$ cat config.mk
export PLATFORM = sky130hd
export DESIGN_NAME = id_ex_stage_flat
export DESIGN_NICKNAME = d
export VERILOG_FILES = /design/src/rtl/id_ex_stage_pkg.sv /design/src/rtl/id_ex_stage_if.sv /design/src/rtl/id_ex_stage_operand_bypass.sv /design/src/rtl/id_ex_stage.sv /design/src/flat_wrapper.sv
export SDC_FILE = /design/constraint.sdc
export NUM_CORES = 1
export LEC_CHECK = 0
export ABC_AREA = 1
export CAP_MARGIN = 20
export CORE_AREA = 2 2 149 151
export CTS_CLUSTER_SIZE = 8
export DETAILED_ROUTE_END_ITERATION = 8
export DIE_AREA = 0 0 151 153
export HOLD_SLACK_MARGIN = 0.03
export PLACE_DENSITY_LB_ADDON = 0.3
export RECOVER_POWER = 50
export SLEW_MARGIN = 20
export SYNTH_ARGS = -nofsm -noshare
export SYNTH_HDL_FRONTEND = slang
export SYNTH_SLANG_ARGS = --single-unit
export TNS_END_PERCENT = 30
$ cat constraint.sdc
create_clock -name clk -period 2 [get_ports clk]
set_input_delay 0.3 -clock clk [delete_from_list [all_inputs] [get_ports clk]]
set_output_delay 0.3 -clock clk [all_outputs]
set_load 0.01 [all_outputs]
$ cat src/rtl/id_ex_stage_pkg.sv
// id_ex_stage_pkg: shared widths, control-bundle layout and bubble constants for the ID/EX stage
package id_ex_stage_pkg;
   localparam int XLEN = 32;
   localparam int RAW = 5;
   localparam int CTRL_W = 12;
   localparam int REGWRITE_BIT = 0;
   localparam int ALUSRC_BIT = 1;
   localparam int MEMWRITE_BIT = 2;
   localparam int MEMREAD_BIT = 3;
   localparam int BRANCH_BIT = 4;
   localparam int JUMP_BIT = 5;
   localparam logic [CTRL_W-1:0] BUBBLE_CTRL = '0;
   localparam logic [31:0] CNT_MAX = '1;
   function automatic logic [31:0] sat_inc(input logic [31:0] c);
      return c == CNT_MAX ? c : c + 32'd1;
   endfunction
endpackage

$ cat src/rtl/id_ex_stage_if.sv
// id_ex_stage_if: decode-side inputs, writeback bypass, and registered execute-side outputs
interface id_ex_stage_if #(
   parameter int XLEN = id_ex_stage_pkg::XLEN,
   parameter int RAW = id_ex_stage_pkg::RAW,
   parameter int CTRL_W = id_ex_stage_pkg::CTRL_W
);
   logic d_valid;
   logic [XLEN-1:0] d_pc, d_imm;
   logic [RAW-1:0] d_rs1, d_rs2, d_rd;
   logic d_rs1_used, d_rs2_used;
   logic [CTRL_W-1:0] d_ctrl;
   logic [XLEN-1:0] rf_rd1, rf_rd2;
   logic wb_we;
   logic [RAW-1:0] wb_rd;
   logic [XLEN-1:0] wb_wd;
   logic flush;
   logic stall;
   logic e_valid;
   logic [XLEN-1:0] e_pc, e_imm, e_op1, e_op2;
   logic [RAW-1:0] e_rs1, e_rs2, e_rd;
   logic [CTRL_W-1:0] e_ctrl;
   logic [31:0] bubble_cnt;
   modport master (
      output d_valid, d_pc, d_imm, d_rs1, d_rs2, d_rd, d_rs1_used, d_rs2_used, d_ctrl,
             rf_rd1, rf_rd2, wb_we, wb_rd, wb_wd, flush,
      input  stall, e_valid, e_pc, e_imm, e_rs1, e_rs2, e_rd, e_ctrl, e_op1, e_op2, bubble_cnt
   );
   modport slave (
      input  d_valid, d_pc, d_imm, d_rs1, d_rs2, d_rd, d_rs1_used, d_rs2_used, d_ctrl,
             rf_rd1, rf_rd2, wb_we, wb_rd, wb_wd, flush,
      output stall, e_valid, e_pc, e_imm, e_rs1, e_rs2, e_rd, e_ctrl, e_op1, e_op2, bubble_cnt
   );
endinterface

$ cat src/rtl/id_ex_stage_operand_bypass.sv
// operand_bypass: resolves one source operand; x0 reads as zero, same-cycle writeback wins over stale RF data
module operand_bypass #(
   parameter int XLEN = id_ex_stage_pkg::XLEN,
   parameter int RAW = id_ex_stage_pkg::RAW
) (
   input  logic [RAW-1:0]  rs,
   input  logic [XLEN-1:0] rf,
   input  logic            wb_we,
   input  logic [RAW-1:0]  wb_rd,
   input  logic [XLEN-1:0] wb_wd,
   output logic [XLEN-1:0] op
);
   assign op = rs == '0 ? '0 : (wb_we && wb_rd != '0 && wb_rd == rs) ? wb_wd : rf;
endmodule

$ cat src/rtl/id_ex_stage.sv
// id_ex_stage: decode-to-execute pipeline register with writeback bypass,
// load-use stall detection and a saturating bubble counter
module id_ex_stage #(
   parameter int XLEN = id_ex_stage_pkg::XLEN,
   parameter int RAW = id_ex_stage_pkg::RAW,
   parameter int CTRL_W = id_ex_stage_pkg::CTRL_W,
   parameter int MEMREAD_BIT = id_ex_stage_pkg::MEMREAD_BIT
) (
   input logic clk,
   input logic rst,
   id_ex_stage_if.slave bus
);
   import id_ex_stage_pkg::*;
   logic [XLEN-1:0] op1, op2;
   logic hz, bump;
   logic [31:0] cnt;
   operand_bypass #(.XLEN(XLEN), .RAW(RAW)) u_bp1 (
      .rs(bus.d_rs1), .rf(bus.rf_rd1), .wb_we(bus.wb_we), .wb_rd(bus.wb_rd), .wb_wd(bus.wb_wd), .op(op1)
   );
   operand_bypass #(.XLEN(XLEN), .RAW(RAW)) u_bp2 (
      .rs(bus.d_rs2), .rf(bus.rf_rd2), .wb_we(bus.wb_we), .wb_rd(bus.wb_rd), .wb_wd(bus.wb_wd), .op(op2)
   );
   // hz self-clears after one bubble because the bubble drops e_valid
   assign hz = bus.d_valid && bus.e_valid && bus.e_ctrl[MEMREAD_BIT] && bus.e_rd != '0 &&
               ((bus.d_rs1_used && bus.d_rs1 == bus.e_rd) || (bus.d_rs2_used && bus.d_rs2 == bus.e_rd));
   assign bus.stall = hz && !bus.flush;
   assign bump = bus.d_valid && (bus.flush || hz);
   assign bus.bubble_cnt = cnt;
   always_ff @(posedge clk or negedge rst) begin
      if (!rst) begin
         bus.e_valid <= 1'b0;
         bus.e_pc <= '0;
         bus.e_imm <= '0;
         bus.e_rs1 <= '0;
         bus.e_rs2 <= '0;
         bus.e_rd <= '0;
         bus.e_ctrl <= '0;
         bus.e_op1 <= '0;
         bus.e_op2 <= '0;
         cnt <= '0;
      end else begin
         if (bus.flush || hz) begin
            bus.e_valid <= 1'b0;
            bus.e_pc <= '0;
            bus.e_imm <= '0;
            bus.e_rs1 <= '0;
            bus.e_rs2 <= '0;
            bus.e_rd <= '0;
            bus.e_ctrl <= BUBBLE_CTRL;
            bus.e_op1 <= '0;
            bus.e_op2 <= '0;
         end else begin
            bus.e_valid <= bus.d_valid;
            bus.e_pc <= bus.d_pc;
            bus.e_imm <= bus.d_imm;
            bus.e_rs1 <= bus.d_rs1;
            bus.e_rs2 <= bus.d_rs2;
            bus.e_rd <= bus.d_rd;
            bus.e_ctrl <= bus.d_valid ? bus.d_ctrl : BUBBLE_CTRL;
            bus.e_op1 <= op1;
            bus.e_op2 <= op2;
         end
         if (bump) cnt <= sat_inc(cnt);
      end
   end
endmodule

$ cat src/flat_wrapper.sv
// flat-port wrapper written by rule: the top's interface ports become plain ports
module id_ex_stage_flat import id_ex_stage_pkg::*;
#(
   parameter int XLEN = id_ex_stage_pkg::XLEN,
   parameter int RAW = id_ex_stage_pkg::RAW,
   parameter int CTRL_W = id_ex_stage_pkg::CTRL_W,
   parameter int MEMREAD_BIT = id_ex_stage_pkg::MEMREAD_BIT
)
  (clk, rst, bus_d_valid, bus_d_pc, bus_d_imm, bus_d_rs1, bus_d_rs2, bus_d_rd, bus_d_rs1_used, bus_d_rs2_used, bus_d_ctrl, bus_rf_rd1, bus_rf_rd2, bus_wb_we, bus_wb_rd, bus_wb_wd, bus_flush, bus_stall, bus_e_valid, bus_e_pc, bus_e_imm, bus_e_rs1, bus_e_rs2, bus_e_rd, bus_e_ctrl, bus_e_op1, bus_e_op2, bus_bubble_cnt);
  id_ex_stage_if #(.XLEN(XLEN), .RAW(RAW), .CTRL_W(CTRL_W)) bus_i ();
  input logic clk;
  input logic rst;
  input wire logic [$bits(bus_i.d_valid)-1:0] bus_d_valid;
  input wire logic [$bits(bus_i.d_pc)-1:0] bus_d_pc;
  input wire logic [$bits(bus_i.d_imm)-1:0] bus_d_imm;
  input wire logic [$bits(bus_i.d_rs1)-1:0] bus_d_rs1;
  input wire logic [$bits(bus_i.d_rs2)-1:0] bus_d_rs2;
  input wire logic [$bits(bus_i.d_rd)-1:0] bus_d_rd;
  input wire logic [$bits(bus_i.d_rs1_used)-1:0] bus_d_rs1_used;
  input wire logic [$bits(bus_i.d_rs2_used)-1:0] bus_d_rs2_used;
  input wire logic [$bits(bus_i.d_ctrl)-1:0] bus_d_ctrl;
  input wire logic [$bits(bus_i.rf_rd1)-1:0] bus_rf_rd1;
  input wire logic [$bits(bus_i.rf_rd2)-1:0] bus_rf_rd2;
  input wire logic [$bits(bus_i.wb_we)-1:0] bus_wb_we;
  input wire logic [$bits(bus_i.wb_rd)-1:0] bus_wb_rd;
  input wire logic [$bits(bus_i.wb_wd)-1:0] bus_wb_wd;
  input wire logic [$bits(bus_i.flush)-1:0] bus_flush;
  output wire logic [$bits(bus_i.stall)-1:0] bus_stall;
  output wire logic [$bits(bus_i.e_valid)-1:0] bus_e_valid;
  output wire logic [$bits(bus_i.e_pc)-1:0] bus_e_pc;
  output wire logic [$bits(bus_i.e_imm)-1:0] bus_e_imm;
  output wire logic [$bits(bus_i.e_rs1)-1:0] bus_e_rs1;
  output wire logic [$bits(bus_i.e_rs2)-1:0] bus_e_rs2;
  output wire logic [$bits(bus_i.e_rd)-1:0] bus_e_rd;
  output wire logic [$bits(bus_i.e_ctrl)-1:0] bus_e_ctrl;
  output wire logic [$bits(bus_i.e_op1)-1:0] bus_e_op1;
  output wire logic [$bits(bus_i.e_op2)-1:0] bus_e_op2;
  output wire logic [$bits(bus_i.bubble_cnt)-1:0] bus_bubble_cnt;
  assign bus_i.d_valid = bus_d_valid;
  assign bus_i.d_pc = bus_d_pc;
  assign bus_i.d_imm = bus_d_imm;
  assign bus_i.d_rs1 = bus_d_rs1;
  assign bus_i.d_rs2 = bus_d_rs2;
  assign bus_i.d_rd = bus_d_rd;
  assign bus_i.d_rs1_used = bus_d_rs1_used;
  assign bus_i.d_rs2_used = bus_d_rs2_used;
  assign bus_i.d_ctrl = bus_d_ctrl;
  assign bus_i.rf_rd1 = bus_rf_rd1;
  assign bus_i.rf_rd2 = bus_rf_rd2;
  assign bus_i.wb_we = bus_wb_we;
  assign bus_i.wb_rd = bus_wb_rd;
  assign bus_i.wb_wd = bus_wb_wd;
  assign bus_i.flush = bus_flush;
  assign bus_stall = bus_i.stall;
  assign bus_e_valid = bus_i.e_valid;
  assign bus_e_pc = bus_i.e_pc;
  assign bus_e_imm = bus_i.e_imm;
  assign bus_e_rs1 = bus_i.e_rs1;
  assign bus_e_rs2 = bus_i.e_rs2;
  assign bus_e_rd = bus_i.e_rd;
  assign bus_e_ctrl = bus_i.e_ctrl;
  assign bus_e_op1 = bus_i.e_op1;
  assign bus_e_op2 = bus_i.e_op2;
  assign bus_bubble_cnt = bus_i.bubble_cnt;
  id_ex_stage #(.XLEN(XLEN), .RAW(RAW), .CTRL_W(CTRL_W), .MEMREAD_BIT(MEMREAD_BIT)) u_core (.clk(clk), .rst(rst), .bus(bus_i));
endmodule
# After elaboration in Yosys (flattened, before gate mapping)
# Index checks and enable logic that the tools add are counted.
word_totals:
  output_inout_bits: 189
  word_cells: 50
  inputBits: 199
  register_bits: 188
classes:
  mux: 14
  add_sub_neg: 1
  reduce_logical: 19
  eq_ne: 5
  bitwise: 1
op_table:
  columns: ["operator", "n"]
  rows:
  - ["$mux W32", 8]
  - ["$add A32 B1 Y32 const B", 1]
  - ["$eq A32 B32 Y1 const B", 1]
  - ["$mux W12", 2]
  - ["$eq A5 B5 Y1", 4]
  - ["$mux W5", 3]
  - ["$logic_and A1 B1 Y1", 11]
  - ["$logic_not A5 Y1", 2]
  - ["$reduce_bool A5 Y1", 2]
  - ["$logic_or A1 B1 Y1", 2]
  - ["$reduce_and A2 Y1", 1]
  - ["$logic_not A1 Y1", 1]
  - ["$mux W1", 1]
  - ["$not A1 Y1", 1]

# Longest topological paths before layout
# Gate-level depths: netlist of run 1.
logic_depth:
  word_depth: 7
  depth_mapped: 12

# By module
# A second synthesis of run 1 with hierarchy kept.
unflattened:
  hier_cells: 1293
  area_unflattened_um2: 9593.0
by_module_without_submodules:
  columns: ["mod", "cells_per_inst", "instances", "area_per_inst_um2"]
  rows:
  - ["id_ex_stage", 879, 1, 7773.7]
  - ["operand_bypass", 207, 2, 909.6]

# Least setup slack after synthesis of run 1
# Ideal clock, no wire load.
synth_path:
  path_type: "flip-flop to flip-flop"
  from: "register u_core.cnt[0], in the netlist u_core.bus.bubble_cnt[0]"
  to: "register u_core.cnt[16], in the netlist u_core.bus.bubble_cnt[16]"
  stages_incl_launch_ff: 11
  t_required_ns: 1.883
  t_arrival_ns: 1.572
  setup_slack_ns: 0.311
  setup_time_ns: 0.117
  n_path_buf: 2
  cell_sequence: "dfrtp_1 > ha_1 > nand3_2 > inv_2 > nand2_4 > nor2_8 > nand3_4 > buf_6 > buf_6 > nand4_1 > nand2_1"
synth_between:
  elab_chain_cells: 3
  elab_cells_between_ends: 4
  cone_classes: "add/sub: 1; eq/ne: 1; bitwise: 1; reduce/logical: 1"
synth_lines:
  columns: ["item", "line", "text"]
  rows:
  - ["start: declaration", "id_ex_stage.sv:16", "logic [31:0] cnt;"]
  - ["start signal: assignment", "id_ex_stage.sv:63", "if (bump) cnt <= sat_inc(cnt);"]
  - ["parallel branches: the longest is 3 deep, another holds $add A32 B1 Y32", null, null]
# Parallel ways; which one is timed is not known.
# A chain may end at the register's enable or synchronous reset.

# Worst setup path after layout of run 1
layout_path:
  from: "register u_core.bus.e_rd[4]"
  to: "output bus_stall"
layout_between:
  elab_chain_cells: 5
  elab_cells_between_ends: 9
  cone_classes: "eq/ne: 2; reduce/logical: 7"
layout_lines:
  columns: ["item", "line", "text"]
  rows:
  - ["start: declaration", "id_ex_stage_if.sv:31", "output stall, e_valid, e_pc, e_imm, e_rs1, e_rs2, e_rd, e_ctrl, e_op1, e_op2, bubble_cnt"]
  - ["start signal: assignment", "id_ex_stage.sv:58", "bus.e_rd <= bus.d_rd;"]
  - ["$eq A5 B5 Y1", "id_ex_stage.sv:25", "((bus.d_rs1_used && bus.d_rs1 == bus.e_rd) || (bus.d_rs2_used && bus.d_rs2 == bus.e_rd));"]
  - ["$logic_and A1 B1 Y1", "id_ex_stage.sv:25", null]
  - ["$logic_or A1 B1 Y1", "id_ex_stage.sv:25", null]
  - ["$logic_and A1 B1 Y1 *", "id_ex_stage.sv:24", "assign hz = bus.d_valid && bus.e_valid && bus.e_ctrl[MEMREAD_BIT] && bus.e_rd != '0 &&"]
  - ["$logic_and A1 B1 Y1 *", "id_ex_stage.sv:26", "assign bus.stall = hz && !bus.flush;"]
  - ["end: declaration", "flat_wrapper.sv:28", "output wire logic [$bits(bus_i.stall)-1:0] bus_stall;"]
# Mark *: on every way between the ends. The rest lies on a longest branch, timed or not.

==> results of run 1 <==
[cell type report]
| class | instances | share of cell area, % |
|---|---|---|
| Timing Repair Buffer | 491 | 35.3 |
| Sequential cell | 188 | 32.6 |
| Antenna cell | 8 | 0.139 |
| Inverter | 119 | 3.09 |
| Tap cell | 280 | 2.43 |
| Multi-Input combinational cell | 644 | 22.6 |
| Clock buffer | 19 | 3.07 |
| Clock inverter | 12 | 0.754 |
[per-stage QoR]
| step | worst slack, ps | cell area (sq um) | instances | setup TNS, ps | power (W) |
|---|---|---|---|---|---|
| after floorplan | 311 | 8380 | 1000 | 0 | 0.00469 |
| after global placement | -538 | 13200 | 1699 | -48890 | 0.00589 |
| after detailed placement | -525 | 13200 | 1699 | -51480 | 0.00593 |
| after CTS | -165 | 13800 | 1734 | -197 | 0.00922 |
| after global routing | -242 | 14400 | 1761 | -22570 | 0.00963 |
| final | -132 | 14400 | 1761 | -6770 | 0.00927 |
[worst paths after layout]
path	to	slack, ps
max	bus_stall	-130
min	u_core.bus.e_imm[21]	380
max reg2reg	u_core.bus.bubble_cnt[23]	-120
min reg2reg	u_core.bus.bubble_cnt[30]	560
max in group asynchronous	u_core.bus.e_op1[27]	170
min in group asynchronous	u_core.bus.e_imm[20]	750
[tightest hold or removal path, cell delays in order]
cell and delay [ps]:
clkdlybuf4s50_1 390, inv_1 50, nor2_1 30
[what timing repair did]
item | in CTS | in global routing
gates resized for setup | 23 | 83
endpoints found under the setup margin | 22 | 177
setup buffers | 3 | 9
gates cloned | 0 | 10
pin swaps | 4 | 16
hold endpoints to repair | 49 | 0
hold buffers | 1 | 0
[synthesized netlist by cell type]
master | number | area share, %
a21oi_1 | 65 | 3.9
ha_1 | 1 | 0.15
nor3_1 | 3 | 0.18
xnor2_1 | 8 | 0.84
nor2_2 | 2 | 0.15
o21ai_1 | 1 | 0.060
nor3_2 | 2 | 0.24
xor2_1 | 14 | 1.5
inv_1 | 103 | 4.6
dfrtp_1 | 188 | 56
clkbuf_1 | 9 | 0.40
nor2_8 | 1 | 0.24
buf_2 | 27 | 1.6
nand4_1 | 35 | 2.6
nand3_4 | 1 | 0.21
buf_6 | 2 | 0.27
buf_1 | 2 | 0.090
nand3_1 | 84 | 5.0
nand3_2 | 2 | 0.24
inv_2 | 16 | 0.72
buf_4 | 9 | 0.81
nand3b_1 | 9 | 0.81
and2_1 | 2 | 0.15
nor2_4 | 2 | 0.27
nand2_1 | 253 | 11
nor2_1 | 149 | 6.7
nand2_4 | 2 | 0.27
nand2_2 | 8 | 0.60
[power by group]
part | internal, W | total [W] | leakage, nW | switching (W)
sequential | 0.00400 | 0.00411 | 2.46 | 0.000107
combinational | 0.00106 | 0.00189 | 4.04 | 0.000826
clock | 0.00166 | 0.00327 | 0.262 | 0.00161
[sequential cells by signal (all words and copies together), names as in the netlist]
signal / flops
u_core.bus.e_valid: 1
u_core.bus.e_ctrl: 12
u_core.bus.e_rd: 5
u_core.bus.e_op1: 32
u_core.bus.e_op2: 32
u_core.bus.bubble_cnt: 32
u_core.bus.e_pc: 32
u_core.bus.e_rs2: 5
u_core.bus.e_imm: 32
u_core.bus.e_rs1: 5
[layer usage]
layer / track usage, % / wire, microns
met3: 6.60 / 2750
met4: 12.1 / 1410
met1: 32.2 / 12000
met5: 0 / 17
met2: 43.0 / 15400
[cell families (layout without fill, tap and decap cells)]
group,after synthesis,in the layout,share of synthesized area (%)
flip-flops,188,188,56.1
adder cells (fa/ha/maj),1,1,0.149
other,0,8,0
XOR/XNOR,22,22,2.30
AO/OA/AOI/OAI,66,66,3.94
AND/OR/NAND/NOR,555,555,29.0
buffers and inverters,168,641,8.51
==> flow_summary.yaml, run 1 <==
outcome:
  status: "finished, violations left"
  violations: "setup timing"
clocking:
  cts_made_buffers: 17
  cts-htree-levels: 4
  cts_tree: "built"
  cts_sinks: 188
  cts-root-buf: "clkbuf_16"
  clk_pin_slew_ps: 80
  cts_buffer_depth: 2
  clock_latency_ps: 430
die:
  die_y_microns: 153
  die_w_microns: 151
  start_util_pct: 39.0
  std_cell_rows: 54
  die_area_sq_mm: 0.0231
  num_io_pins: 388
  core_area_sq_mm: 0.0215
logic_synthesis:
  ys_seq_area_share_pct: 56.1
  yosysUniqueCellTypes: 28
  synthesis.area_sq_mm: 0.00838
  ys_ff_latch: 188
  ys.warnings.count: 0
  synthCells: 1000
  syn_nets: 1200
  syn_area_per_cell_sq_um: 8.38
worst_setup_path:
  cp_cell_sequence: "inv_2 -> buf_6 -> buf_6 -> nand4_1 -> nand4_1 -> inv_2 -> nand2_2 -> nor2_2 -> buf_2"
  startpoint_type: "flop"
  required_ps: 1700
  critPathCaptureType: "output pin"
  crit_cells: 9
  r2r-start: "u_core.bus.e_rd[4]"
  path_delay_family: "buffers and inverters"
  crit_fanout: 3
  critPathKind: "flop to output pin"
  path_buf_inv: 5
  max_stage_delay_ps: 420
  cp.arrival_ps: 1830
  crit_slowest_cell: "dfrtp_1"
  reg2reg_depth: 14
  startpoint: "u_core.bus.e_rd[4]"
timing:
  setup_viol: 102
  maxSlewViolCount: 0
  worst_pin_slew_ps: 1490
  relSlewSlack_pct: 0.641
  timing.hold.ws_ps: 379
  hold_violations: 0
  finClkSkew_ps: 13.0
  fin_ws_ps: -132
  post-route-period-util_pct: 107
  rsz0062_at_grt: "yes"
  fmax_mhz: 469
  min_period_ps: 2130
grt:
  grt-ovfl-total: 0
  grt_pass1_vias: 8420
  grtUsageTotal_pct: 26.2
  grt_pass1_wl_mm: 46.5
  antenna_found_initial: 8
  grt_max_degree: 57
cells_and_area:
  final-seq-area_sq_mm: 0.00471
  drive_gt1_share_pct: 17.4
  layout_commonest_cell: "clkdlybuf4s50_1"
  multiInputGateArea_sq_mm: 0.00326
  final_util_pct: 67.2
  nets: 1661
  area_delta_synth_final_pct: 72.2
  layout_common_cells: "clkdlybuf4s50_1, nand2_1, dfrtp_1"
  final.fill_count: 1732
place:
  hpwlAfterDp_mm: 23.2
  portBuffers: 387
  gp_congestion: 0.943
drt:
  drt_iter0_drc: 549
  wl_mm: 31.7
  wl_per_cell_microns: 18.0
  via_count: 8552
  dr.pass1.iters: 5
  drcViolationCount: 0
  ant_nets: 0
  viasPerCell: 4.86
power_and_ir_drop:
  max-vdd-ir-drop_mv: 0.595
  powerDensity_mw_per_mm2: 642
  leakagePower_nw: 6.77
worst_hold_path:
  hp-start: "bus_d_imm[21]"
  min_path_cells: 3
  hold_class: "input pin to flop"
run:
  drv_cap: 0
Power figures use the tool's default switching activity.
==> run 2: changes to the inputs <==
--- a/config.mk
+++ b/config.mk
@@ -7,11 +7,10 @@
 export LEC_CHECK = 0
 export ABC_AREA = 1
 export CAP_MARGIN = 20
-export CORE_AREA = 2 2 149 151
+export CORE_UTILIZATION = 35
+export CTS_BUF_LIST = sky130_fd_sc_hd__clkbuf_4
 export CTS_CLUSTER_SIZE = 8
 export DETAILED_ROUTE_END_ITERATION = 8
-export DIE_AREA = 0 0 151 153
-export HOLD_SLACK_MARGIN = 0.03
 export PLACE_DENSITY_LB_ADDON = 0.3
 export RECOVER_POWER = 50
 export SLEW_MARGIN = 20
==> run 2 against run 1 <==
The run still ends with setup timing left. Die area rose by 6.4%. Hold slack got worse by 170 ps. Critical path depth did not move.
==> flow_summary.yaml, run 2 (synthesized netlist as in run 1, its figures left out) <==
worst_setup_path:
  crit_fanout: 4
  cp_common_cell: "nand2_1"
  startpoint_type: "flop"
  path_delay_family: "simple AND/OR/NAND/NOR gates"
  crit_slowest_cell: "dfrtp_1"
  max_stage_delay_ps: 440
  path_buf_inv: 2
  cp_cell_sequence: "inv_1 -> nand2_1 -> nand2_1 -> nor2_1 -> nand3_1 -> nand2_2 -> nand2_1 -> nor2_1 -> buf_4"
  critPathKind: "flop to output pin"
  cp.arrival_ps: 1870
  critPathCaptureType: "output pin"
  required_ps: 1700
timing:
  fin_ws_ps: -171
  finClkSkew_ps: 37.1
  min_period_ps: 2170
  maxSlewViolCount: 0
  worst_pin_slew_ps: 1470
  post-route-period-util_pct: 109
  hold_violations: 0
  rsz0062_at_grt: "yes"
  relSlewSlack_pct: 1.96
  timing.hold.ws_ps: 209
  setup_viol: 44
  fmax_mhz: 461
grt:
  grt-ovfl-total: 0
  antenna_found_initial: 1
  grt_pass1_vias: 8146
  grt_pass1_wl_mm: 46.1
  grtUsageTotal_pct: 24.9
  grt_max_degree: 58
power_and_ir_drop:
  max-vdd-ir-drop_mv: 0.336
  leakagePower_nw: 6.42
  powerDensity_mw_per_mm2: 589
cells_and_area:
  fin_area_sq_mm: 0.0134
  layout_common_cells: "clkdlybuf4s50_1, nand2_1, dfrtp_1"
  nets: 1627
  area_delta_synth_final_pct: 60.0
  final.fill_count: 2151
  final-seq-area_sq_mm: 0.00473
  final_cells: 1760
  layout_commonest_cell: "clkdlybuf4s50_1"
  multiInputGateArea_sq_mm: 0.00302
  drive_gt1_share_pct: 11.5
drt:
  drt_iter0_drc: 630
  wl_per_cell_microns: 17.3
  viasPerCell: 4.71
  via_count: 8297
  wl_mm: 30.4
  dr.pass1.iters: 5
  drcViolationCount: 0
  ant_nets: 0
die:
  die_w_microns: 157
  die_y_microns: 157
  num_io_pins: 388
  std_cell_rows: 56
  start_util_pct: 35.7
  die_area_sq_mm: 0.0246
  core_area_sq_mm: 0.0235
place:
  place_area_sq_mm: 0.0131
  gp_congestion: 0.930
  portBuffers: 387
  place_ws_ps: -383
  dp.cells: 1719
  hpwlAfterDp_mm: 22.6
outcome:
  violations: "setup timing"
  status: "finished, violations left"
clocking:
  cts-root-buf: "clkbuf_4"
  cts_made_buffers: 17
  cts_sinks: 188
  cts_buffer_depth: 2
  clock_latency_ps: 580
  cts_tree: "built"
  cts-htree-levels: 4
  clk_pin_slew_ps: 190
worst_hold_path:
  hold_class: "input pin to flop"
run:
  drv_cap: 0
==> run 2: power breakdown <==
group / total, W / leakage (nW) / internal [W] / switching (W)
logic: 0.00168 / 3.84 / 0.000923 / 0.000758
registers: 0.00412 / 2.43 / 0.00401 / 0.000117
clock network: 0.00209 / 0.151 / 0.000566 / 0.00153
total: 0.00790 / 6.42 / 0.00549 / 0.00240
==> run 2: metal layers <==
layer	vias up	global-route usage, %	routed length (microns)
met2	386	40.4	14700
met3	58	6.92	2650
li1	3967	-	-
met4	0	10.8	1090
met1	3886	30.9	12000
met5	-	0	0
==> run 2: per-stage QoR <==
| step | util (%) | setup TNS [ps] | power, W |
|---|---|---|---|
| 2_1_floorplan | - | 0 | 0.00469 |
| 3_3_place_gp | 55.7 | -21550 | 0.00586 |
| 6_report | 57.1 | -851 | 0.00790 |
| 4_1_cts | 57.1 | -6100 | 0.00800 |
| 3_5_place_dp | 55.7 | -21910 | 0.00588 |
| 5_1_grt | 57.1 | -19340 | 0.00829 |
==> run 2: layout make-up <==
cell class	count	share of cell area, %
antenna	1	0.0187
clock buffer	17	0.952
inverter	119	3.33
timing repair buffer	457	33.8
multi-input combinational	644	22.5
clock inverter	15	1.11
tap	319	2.98
sequential	188	35.3
==> run 2: final timing paths <==
path                                             endpoint  slack (ps)                 startpoint  cells after the start
max in group asynchronous              u_core.bus.e_rd[1]         210                        rst                      3
worst min register to register  u_core.bus.bubble_cnt[24]         550  u_core.bus.bubble_cnt[24]                      2
worst min-delay path                 u_core.bus.e_imm[23]         210              bus_d_imm[23]                      3
worst max register to register        u_core.bus.e_op1[8]         -50         u_core.bus.e_rd[3]                     10
worst max-delay path                            bus_stall        -170         u_core.bus.e_rd[0]                      9
min in group asynchronous           u_core.bus.e_ctrl[10]         580                        rst                      2
==> run 2: timing repair <==
item                                    CTS  global route
endpoints found under the setup margin   98           160
gates resized for setup                  26            38
hold buffers                              1             0
pin swaps                                 2             3
endpoints found under the hold margin    52             0
setup buffers                             6             1
==> run 2: tightest hold or removal path: cells and delay by family <==
| family | cells | cell delay (ps) |
|---|---|---|
| buffers and inverters | 2 | 440 |
| and+or+nand+nor | 1 | 30 |
